File: config.mk
export PLATFORM = sky130hd
export DESIGN_NAME = viterbi_decoder
export DESIGN_NICKNAME = d
export VERILOG_FILES = /design/src/rtl/conv_pkg.sv /design/src/rtl/viterbi_acs.sv /design/src/rtl/viterbi_decoder.sv
export SDC_FILE = /design/constraint.sdc
export NUM_CORES = 1
export LEC_CHECK = 0
export CAP_MARGIN = 20
export CORE_ASPECT_RATIO = 1.25
export CORE_MARGIN = 4
export CORE_UTILIZATION = 55
export CTS_BUF_LIST = sky130_fd_sc_hd__clkbuf_16
export CTS_CLUSTER_DIAMETER = 120
export DETAILED_ROUTE_END_ITERATION = 10
export PLACE_DENSITY = 0.71
export SETUP_SLACK_MARGIN = 0.05
export SLEW_MARGIN = 20
export SYNTH_ARGS = -nofsm -noshare
export SYNTH_HDL_FRONTEND = slang
export SYNTH_SLANG_ARGS = --single-unit
File: constraint.sdc
create_clock -name clk_div2 -period 14.8 [get_ports clk_div2]
set_input_delay 3.7 -clock clk_div2 [delete_from_list [all_inputs] [get_ports clk_div2]]
set_output_delay 3.7 -clock clk_div2 [all_outputs]
set_load 0.02 [all_outputs]
File: src/rtl/conv_pkg.sv
// Shared definitions for the rate-1/2, K=3 (101/111) convolutional code.
// Used by both the Viterbi decoder and the encoder golden model.
package conv_pkg;

    localparam int K          = 3;
    localparam int NUM_STATES = 4;
    localparam int PM_W       = 4;
    localparam logic [PM_W-1:0] PM_MAX = 4'd15;

    localparam logic [K-1:0] G_A = 3'b101;  // drives sym[1]
    localparam logic [K-1:0] G_B = 3'b111;  // drives sym[0]

    typedef logic [PM_W-1:0] pm_t;
    typedef logic [1:0]      state_t;
    typedef logic [1:0]      bm_t;

    // Encoder output for input bit b leaving state {x[t-1], x[t-2]}.
    function automatic logic [1:0] exp_sym(input state_t state, input logic b);
        logic [K-1:0] taps;
        taps = {b, state};
        return {^(taps & G_A), ^(taps & G_B)};
    endfunction

endpackage

File: src/rtl/viterbi_acs.sv
// Add-compare-select for one trellis state: saturating adds, pick the
// smaller candidate, ties resolved toward the predecessor with LSB 0.
module viterbi_acs
    import conv_pkg::*;
(
    input  pm_t  pm_a,
    input  pm_t  pm_b,
    input  bm_t  bm_a,
    input  bm_t  bm_b,
    output pm_t  pm_out,
    output logic dec
);

    logic [PM_W:0] sum_a;
    logic [PM_W:0] sum_b;
    pm_t           cand_a;
    pm_t           cand_b;

    assign sum_a  = {1'b0, pm_a} + {{(PM_W-1){1'b0}}, bm_a};
    assign sum_b  = {1'b0, pm_b} + {{(PM_W-1){1'b0}}, bm_b};
    assign cand_a = (sum_a > {1'b0, PM_MAX}) ? PM_MAX : sum_a[PM_W-1:0];
    assign cand_b = (sum_b > {1'b0, PM_MAX}) ? PM_MAX : sum_b[PM_W-1:0];

    // Strict compare so a tie keeps predecessor a.
    assign dec    = (cand_b < cand_a);
    assign pm_out = dec ? cand_b : cand_a;

endmodule

File: src/rtl/viterbi_decoder.sv
// Hard-decision register-exchange Viterbi decoder for the K=3 101/111 code.
// One symbol pair per accepted clk_div2 edge, fixed TB_DEPTH-symbol latency.
module viterbi_decoder
    import conv_pkg::*;
#(
    parameter int TB_DEPTH = 15
) (
    input  logic       clk_div2,
    input  logic       rst_n,
    input  logic       start,
    input  logic [1:0] sym,
    input  logic       sym_valid,
    output logic       dec,
    output logic       dec_valid
);

    localparam int CNT_W = $clog2(TB_DEPTH + 1);
    localparam logic [CNT_W-1:0] FILL_FULL = CNT_W'(TB_DEPTH);

    pm_t                 pm_q      [NUM_STATES];
    pm_t                 pm_next   [NUM_STATES];
    pm_t                 acs_pm    [NUM_STATES];
    logic                acs_dec   [NUM_STATES];
    logic [TB_DEPTH-1:0] path_q    [NUM_STATES];
    logic [TB_DEPTH-1:0] path_next [NUM_STATES];
    bm_t                 bm        [NUM_STATES][2];
    logic [CNT_W-1:0]    fill_q;
    pm_t                 pm_min;
    state_t              best;
    pm_t                 best_pm;

    // NOTE: every always_comb output gets a default before any conditional
    // update so no path leaves it unassigned and infers a latch.
    always_comb begin
        for (int s = 0; s < NUM_STATES; s++) begin
            for (int b = 0; b < 2; b++) begin
                logic [1:0] diff;
                diff     = sym ^ exp_sym(state_t'(s), 1'(b));
                bm[s][b] = {1'b0, diff[1]} + {1'b0, diff[0]};
            end
        end
    end

    for (genvar n = 0; n < NUM_STATES; n++) begin : g_acs
        localparam state_t N = state_t'(n);
        localparam state_t PRED_A = {N[0], 1'b0};
        localparam state_t PRED_B = {N[0], 1'b1};

        viterbi_acs u_acs (
            .pm_a   (pm_q[PRED_A]),
            .pm_b   (pm_q[PRED_B]),
            .bm_a   (bm[PRED_A][N[1]]),
            .bm_b   (bm[PRED_B][N[1]]),
            .pm_out (acs_pm[n]),
            .dec    (acs_dec[n])
        );

        assign path_next[n] = {path_q[{N[0], acs_dec[n]}][TB_DEPTH-2:0], N[1]};
    end

    always_comb begin
        pm_min = acs_pm[0];
        for (int i = 1; i < NUM_STATES; i++)
            if (acs_pm[i] < pm_min) pm_min = acs_pm[i];
        for (int i = 0; i < NUM_STATES; i++)
            pm_next[i] = acs_pm[i] - pm_min;
    end

    // Best state is taken from the metrics before this edge's update.
    always_comb begin
        best    = '0;
        best_pm = pm_q[0];
        for (int i = 1; i < NUM_STATES; i++) begin
            if (pm_q[i] < best_pm) begin
                best    = state_t'(i);
                best_pm = pm_q[i];
            end
        end
    end

    // NOTE: the survivor paths are flops rather than a RAM, so they are
    // cleared on reset like any other state; a restart must not leak bits.
    always_ff @(posedge clk_div2) begin
        if (!rst_n || start) begin
            for (int i = 0; i < NUM_STATES; i++) begin
                pm_q[i]   <= (i == 0) ? '0 : PM_MAX;
                path_q[i] <= '0;
            end
            fill_q    <= '0;
            dec       <= 1'b0;
            dec_valid <= 1'b0;
        end else if (sym_valid) begin
            pm_q      <= pm_next;
            path_q    <= path_next;
            if (fill_q != FILL_FULL) fill_q <= fill_q + CNT_W'(1);
            dec       <= path_q[best][TB_DEPTH-1];
            dec_valid <= (fill_q == FILL_FULL);
        end else begin
            dec_valid <= 1'b0;
        end
    end

endmodule

==> flow_metrics.py, run 1 <==
metrics = {
    "sta": {
        "tns_ps": 0,
        "fmaxAchievable_ghz": 0.08093,
        "setup_violation_total_in_the_final_timing_report": 0,
        "timing.final.max_slew_violations": 0,
        "worstMarginPinSlew_ps": 1005,
        "rsz_0062_raised_after_global_routing": "no",
        "finalHoldViolCount": 0,
        "slew_headroom_pct": 31.11,
        "period_needed_ps": 12360,
        "clock_skew_ps": 5.462,
        "final_min_period_over_clock_period_pct": 83.48,
    },
    "synthesis": {
        "synth.ff_latch_count": 77,
        "synth_sequential_area_ratio_pct": 25.95,
        "ys.flop_type": "sky130_fd_sc_hd__dfxtp_1",
        "yosys_warnings": 0,
        "synth_edf_count": 0,
        "synth.distinct_cells": 60,
        "post_synth_instance_area_um2": 5939,
        "synth_cells": 709,
        "postSynthNetCount": 790,
        "avgSynthCellArea_um2": 8.377,
        "async_reset_ff_share_pct": 0,
    },
    "global_routing": {
        "track_usage_pct": 22.59,
        "gr-total-overflow": 0,
        "grt_pass1_wl_um": 22660,
        "grt_max_degree": 66,
        "vias_in_the_first_global_route": 4789,
        "antenna_violations_before_repair": 0,
    },
    "layout": {
        "antenna_cells": 0,
        "commonest_non_fill_non_tap_cell_in_the_layout": "sky130_fd_sc_hd__nor2_1",
        "mostFrequentLayoutCells": "102 x sky130_fd_sc_hd__nor2_1, 77 x sky130_fd_sc_hd__dfxtp_1, 71 x sky130_fd_sc_hd__ha_1, 70 x sky130_fd_sc_hd__mux2i_1, 50 x sky130_fd_sc_hd__a211oi_1",
        "area_delta_synth_final_pct": 6.425,
        "final_layout_size_suffix_gt1_share_pct": 7.000,
        "final_nets": 776,
    },
    "clocking": {
        "sinks_on_the_clock_net": 77,
        "clock_root_cell": "sky130_fd_sc_hd__clkbuf_16",
        "ctsLongestPathBuffers": 2,
        "cts_made_buffers": 9,
        "cts_repair_resize_count": 0,
        "clk_transition_reported_paths_ps": 60,
        "hold_buffers": 0,
        "post_cts_setup_buffers": 0,
        "tritoncts": "built",
        "clock_insertion_delay_worst_skew_ps": 330,
        "cts_max_level": 3,
    },
    "critical_path": {
        "critical_setup_path_class": "in -> reg",
        "start_kind": "input pin",
        "end_kind": "register",
        "cp_max_fo": 8,
        "rrSetupSlack_ps": 6560,
        "crit_slowest_cell": "sky130_fd_sc_hd__mux2i_1",
        "reg2reg_from": "pm_q[4]",
        "timing.rr.end": "pm_q[3]",
        "required_ps": 14980,
        "crit_top_cell": "sky130_fd_sc_hd__ha_1",
        "worst_path_largest_cell_delay_ps": 870,
        "worstSetupStartpoint": "sym[0]",
        "r2r.worst_path.cells": 38,
        "cp-endpoint": "pm_q[3]",
        "timing.critical_path.arrival_ps": 12540,
    },
    "detailed_routing": {
        "drt-initial-drc-count": 272,
        "ant_nets": 0,
        "wl_um": 13610,
        "vias": 5034,
        "drcViolationCount": 0,
        "wl_per_cell_um": 16.36,
        "via_per_inst": 6.050,
        "drt-pass1-iter-count": 5,
    },
    "job": {
        "max-cap-violations": 0,
    },
    "run_status": {
        "run_status": "complete, no violations",
    },
    "die": {
        "std_cell_rows": 42,
        "die-width_um": 100.9,
        "io-pin-count": 8,
        "die-height_um": 124.2,
        "area_of_the_die_um2": 12540,
        "placeable_core_region_um2": 10560,
        "initial_core_util_pct": 56.23,
    },
    "min_path": {
        "hold_crit_class": "reg -> reg",
    },
    "placement": {
        "place.port_buffers": 7,
        "place_congestion": 0.9842,
        "dp.final_hpwl_um": 10010,
    },
}
-- per-stage QoR --
stage               hold slack, ps  instances  worst slack [ps]  utilization (%)  area [µm²]
floorplan                    434.7        709              3843                -        5939
global placement             447.7        815              2617            57.19        6041
detailed placement           460.5        815              2259            57.19        6041
CTS                          475.0        831              2575            59.74        6310
global route                 510.4        832              1784            59.84        6321
finish                       474.5        832              2444            59.84        6321
-- layer usage --
layer,global-route usage (%),up-vias,part of all wire [%]
met5,0,-,0
met4,9.643,0,3.0
met3,2.689,34,3.5
met2,40.53,116,50
met1,27.06,2378,44
li1,-,2506,-
-- worst min-delay path by stage --
stage / start / end / slack (ps) / cells past startpoint
finish: path_q[31] / path_q[31] / 470 / 2
global route: path_q[31] / path_q[31] / 510 / 2
CTS: path_q[0] / path_q[0] / 480 / 2
detailed placement: path_q[0] / path_q[0] / 460 / 2
global placement: path_q[0] / path_q[0] / 450 / 2
floorplan: path_q[0] / path_q[0] / 430 / 2
-- cell usage after synthesis (2+ instances only) --
cell type | n | area [µm²]
sky130_fd_sc_hd__nor2_1 | 102 | 382.9
sky130_fd_sc_hd__dfxtp_1 | 77 | 1541
sky130_fd_sc_hd__ha_1 | 71 | 888.4
sky130_fd_sc_hd__mux2i_1 | 70 | 700.7
sky130_fd_sc_hd__a211oi_1 | 50 | 375.4
sky130_fd_sc_hd__a21oi_1 | 44 | 220.2
sky130_fd_sc_hd__nand2_1 | 41 | 153.9
sky130_fd_sc_hd__o21ai_0 | 38 | 190.2
sky130_fd_sc_hd__inv_1 | 34 | 127.6
sky130_fd_sc_hd__clkbuf_1 | 25 | 93.84
sky130_fd_sc_hd__xor2_1 | 14 | 122.6
sky130_fd_sc_hd__nor2b_1 | 13 | 81.33
sky130_fd_sc_hd__a21o_1 | 10 | 75.07
sky130_fd_sc_hd__a31oi_1 | 8 | 50.05
sky130_fd_sc_hd__buf_2 | 8 | 40.04
sky130_fd_sc_hd__mux2_2 | 8 | 90.09
sky130_fd_sc_hd__nand2b_1 | 8 | 50.05
sky130_fd_sc_hd__o21bai_1 | 8 | 60.06
sky130_fd_sc_hd__xnor2_1 | 7 | 61.31
sky130_fd_sc_hd__nand4_1 | 5 | 31.28
sky130_fd_sc_hd__nor3_1 | 5 | 25.02
sky130_fd_sc_hd__o211ai_1 | 5 | 37.54
sky130_fd_sc_hd__or2_2 | 5 | 31.28
sky130_fd_sc_hd__fa_1 | 4 | 80.08
sky130_fd_sc_hd__nand3_1 | 4 | 20.02
sky130_fd_sc_hd__a21oi_2 | 3 | 26.28
sky130_fd_sc_hd__and2_1 | 2 | 12.51
sky130_fd_sc_hd__and3_1 | 2 | 12.51
sky130_fd_sc_hd__and4_1 | 2 | 17.52
sky130_fd_sc_hd__buf_4 | 2 | 15.01
sky130_fd_sc_hd__o21a_1 | 2 | 15.01
sky130_fd_sc_hd__o311ai_1 | 2 | 17.52
sky130_fd_sc_hd__o31ai_1 | 2 | 15.01
sky130_fd_sc_hd__o32a_1 | 2 | 20.02
-- layout make-up --
type	count	area [µm²]
Fill cell	929	4242
Multi-Input combinational cell	559	4101
Sequential cell	77	1541
Clock buffer	9	225.2
Tap cell	132	165.2
Inverter	36	135.1
Timing Repair Buffer	12	108.9
Clock inverter	7	43.79
-- critical path, delay by kind of cell --
family / cells / cell delay, ps
AO/OA/AOI/OAI: 15 / 2720
adder cells (fa/ha/maj): 8 / 2420
AND/OR/NAND/NOR: 11 / 1440
multiplexers: 2 / 1240
buffers and inverters: 4 / 830
XOR/XNOR: 1 / 150
-- flip-flops by register name, indices dropped and copies added (netlist names) --
| name | cells |
|---|---|
| dec | 1 |
| dec_valid | 1 |
| fill_q | 4 |
| path_q | 55 |
| pm_q | 16 |
-- cell families (layout without fill, tap and decap cells) --
kind of cell | count (synthesis) | count (layout) | synth area share, %
AND/OR/NAND/NOR | 195 | 195 | 14.70
XOR/XNOR | 21 | 21 | 3.097
AO/OA/AOI/OAI | 190 | 190 | 21.59
multiplexers | 78 | 78 | 13.31
flip-flops | 77 | 77 | 25.95
buffers and inverters | 73 | 64 | 5.034
adder cells (fa/ha/maj) | 75 | 75 | 16.31
Power of run 1 is not shown: default switching activity piles up to over one toggle a cycle in this logic, so the estimate is an artifact.
==> run 2: changes to the inputs <==
- clock period: 14.8 -> 11.5 ns (I/O delays scaled with it)
==> run 2 against run 1 <==
Compared with the run above:
- sequential share of layout area decreased by 0.29 points
- global-route usage increased by 0.12 points
- via count decreased by 3.2%
- die area unchanged
- first-iteration DRC count decreased by 20%
==> flow_metrics.py, run 2 (same netlist as run 1, synthesis figures left out) <==
metrics = {
    "placement": {
        "place.port_buffers": 7,
        "dp.final_hpwl_um": 10090,
        "place_congestion": 0.9199,
    },
    "critical_path": {
        "rrSetupSlack_ps": 3770,
        "crit_slowest_cell": "sky130_fd_sc_hd__clkdlybuf4s50_1",
        "critical-path-top-delay-family": "compound AO/OA/AOI/OAI gates",
        "required_ps": 11680,
        "start_kind": "input pin",
        "reg2reg_from": "pm_q[1]",
        "worstSetupStartpoint": "sym[0]",
        "cp-endpoint": "pm_q[11]",
        "r2r.worst_path.cells": 37,
        "end_kind": "register",
        "timing.rr.end": "pm_q[11]",
        "timing.critical_path.arrival_ps": 11190,
        "worst_path_largest_cell_delay_ps": 570,
        "critical_path_cell_count": 42,
        "critical_setup_path_class": "in -> reg",
        "cp_max_fo": 6,
        "crit_top_cell": "sky130_fd_sc_hd__ha_1",
        "critical_path.n_buffers_inverters": 5,
    },
    "sta": {
        "fmaxAchievable_ghz": 0.09087,
        "period_needed_ps": 11000,
        "finalHoldViolCount": 0,
        "final_min_period_over_clock_period_pct": 95.69,
        "timing.final.max_slew_violations": 0,
        "tns_ps": 0,
        "worstMarginPinSlew_ps": 938.1,
        "slew_headroom_pct": 37.33,
        "clock_skew_ps": 9.858,
        "setup_violation_total_in_the_final_timing_report": 0,
    },
    "layout": {
        "largest_register": "path_q",
        "final_nets": 780,
        "mostFrequentLayoutCells": "101 x sky130_fd_sc_hd__nor2_1, 77 x sky130_fd_sc_hd__dfxtp_1, 71 x sky130_fd_sc_hd__ha_1, 68 x sky130_fd_sc_hd__mux2i_1, 50 x sky130_fd_sc_hd__a211oi_1",
        "fillCellCount": 943,
        "reg_top3": "path_q: 55 flops, pm_q: 16 flops, fill_q: 4 flops",
        "final-seq-area_um2": 1541,
        "final_layout_size_suffix_gt1_share_pct": 8.523,
        "largest_register_ff_count": 55,
        "antenna_cells": 0,
        "multi_input_area_um2": 4123,
        "commonest_non_fill_non_tap_cell_in_the_layout": "sky130_fd_sc_hd__nor2_1",
        "area_delta_synth_final_pct": 7.710,
    },
    "global_routing": {
        "antenna_violations_before_repair": 0,
        "grt_pass1_wl_um": 22530,
        "grt_max_degree": 72,
        "vias_in_the_first_global_route": 4758,
        "track_usage_pct": 22.72,
        "gr-total-overflow": 0,
    },
    "detailed_routing": {
        "ant_nets": 0,
        "via_per_inst": 5.828,
        "highest-signal-layer": "met4",
        "drt-pass1-iter-count": 4,
        "wl_per_cell_um": 16.31,
        "drt-initial-drc-count": 218,
        "vias": 4872,
        "wl_met1_um": 5873,
        "drcViolationCount": 0,
        "wl_um": 13640,
        "dr_wl_met2_um": 6935,
        "routed_met3_length_um": 426,
    },
    "clocking": {
        "sinks_on_the_clock_net": 77,
        "hold_buffers": 0,
        "clock_insertion_delay_worst_skew_ps": 340,
        "cts_max_level": 3,
        "clk_transition_reported_paths_ps": 60,
        "clock_root_cell": "sky130_fd_sc_hd__clkbuf_16",
        "cts_made_buffers": 9,
        "tritoncts": "built",
        "ctsLongestPathBuffers": 2,
    },
    "die": {
        "placeable_core_region_um2": 10560,
        "std_cell_rows": 42,
        "initial_core_util_pct": 56.23,
        "die-height_um": 124.2,
        "die-width_um": 100.9,
        "area_of_the_die_um2": 12540,
        "io-pin-count": 8,
    },
    "run_status": {
        "run_status": "complete, no violations",
    },
    "job": {
        "max-cap-violations": 0,
    },
    "min_path": {
        "timing.hold.worst.start": "path_q[1]",
        "hold_crit_class": "reg -> reg",
    },
}
## run 2: final cells by class
class | instances | share of cell area (%)
Clock buffer | 9 | 3.520
Sequential cell | 77 | 24.10
Timing Repair Buffer | 16 | 2.112
Multi-Input combinational cell | 559 | 64.44
Tap cell | 132 | 2.582
Clock inverter | 7 | 1.134
Inverter | 36 | 2.112
## run 2: worst min path at each step
stage | end | slack (ps) | depth (start not counted)
finish | path_q[1] | 480 | 2
floorplan | path_q[0] | 430 | 2
global placement | path_q[0] | 450 | 2
global route | path_q[29] | 500 | 2
CTS | path_q[1] | 480 | 2
detailed placement | path_q[31] | 470 | 2
## run 2: timing repair
| item | CTS | global route |
|---|---|---|
| endpoints found under the setup margin | 0 | 10 |
| endpoints found under the hold margin | 0 | 0 |
| setup buffers | 0 | 3 |
| resized for setup | 0 | 7 |
## run 2: tightest hold or removal path, delay by kind of cell (launching register included)
kind	cells	cell delay, ps
flip-flops	1	310
AND/OR/NAND/NOR	1	60
AO/OA/AOI/OAI	1	60
## run 2: through the flow
stage / instance area, µm² / util (%) / cells / hold slack (ps) / worst slack (ps)
floorplan: 5939 / - / 709 / 434.7 / 1368
finish: 6397 / 60.57 / 836 / 479.3 / 495.3
global placement: 6056 / 57.33 / 817 / 445.7 / 494.7
global route: 6397 / 60.57 / 836 / 504.7 / -156.2
CTS: 6354 / 60.15 / 833 / 483.5 / 514.9
detailed placement: 6056 / 57.33 / 817 / 474.6 / 228.1
## run 2: layer usage
metal | vias to the layer above | global-route usage, %
met5 | - | 0
li1 | 2514 | -
met2 | 88 | 40.69
met1 | 2243 | 26.85
met4 | 0 | 9.310
met3 | 27 | 3.585
Power of run 2 is left out for the same reason.
==> run 3: changes to the inputs <==
- CTS_CLUSTER_SIZE: unset -> 20
==> results of run 3 <==
The final DEF is identical to that of run 2; final timing and power are the same.
Power of run 3 is left out for the same reason.
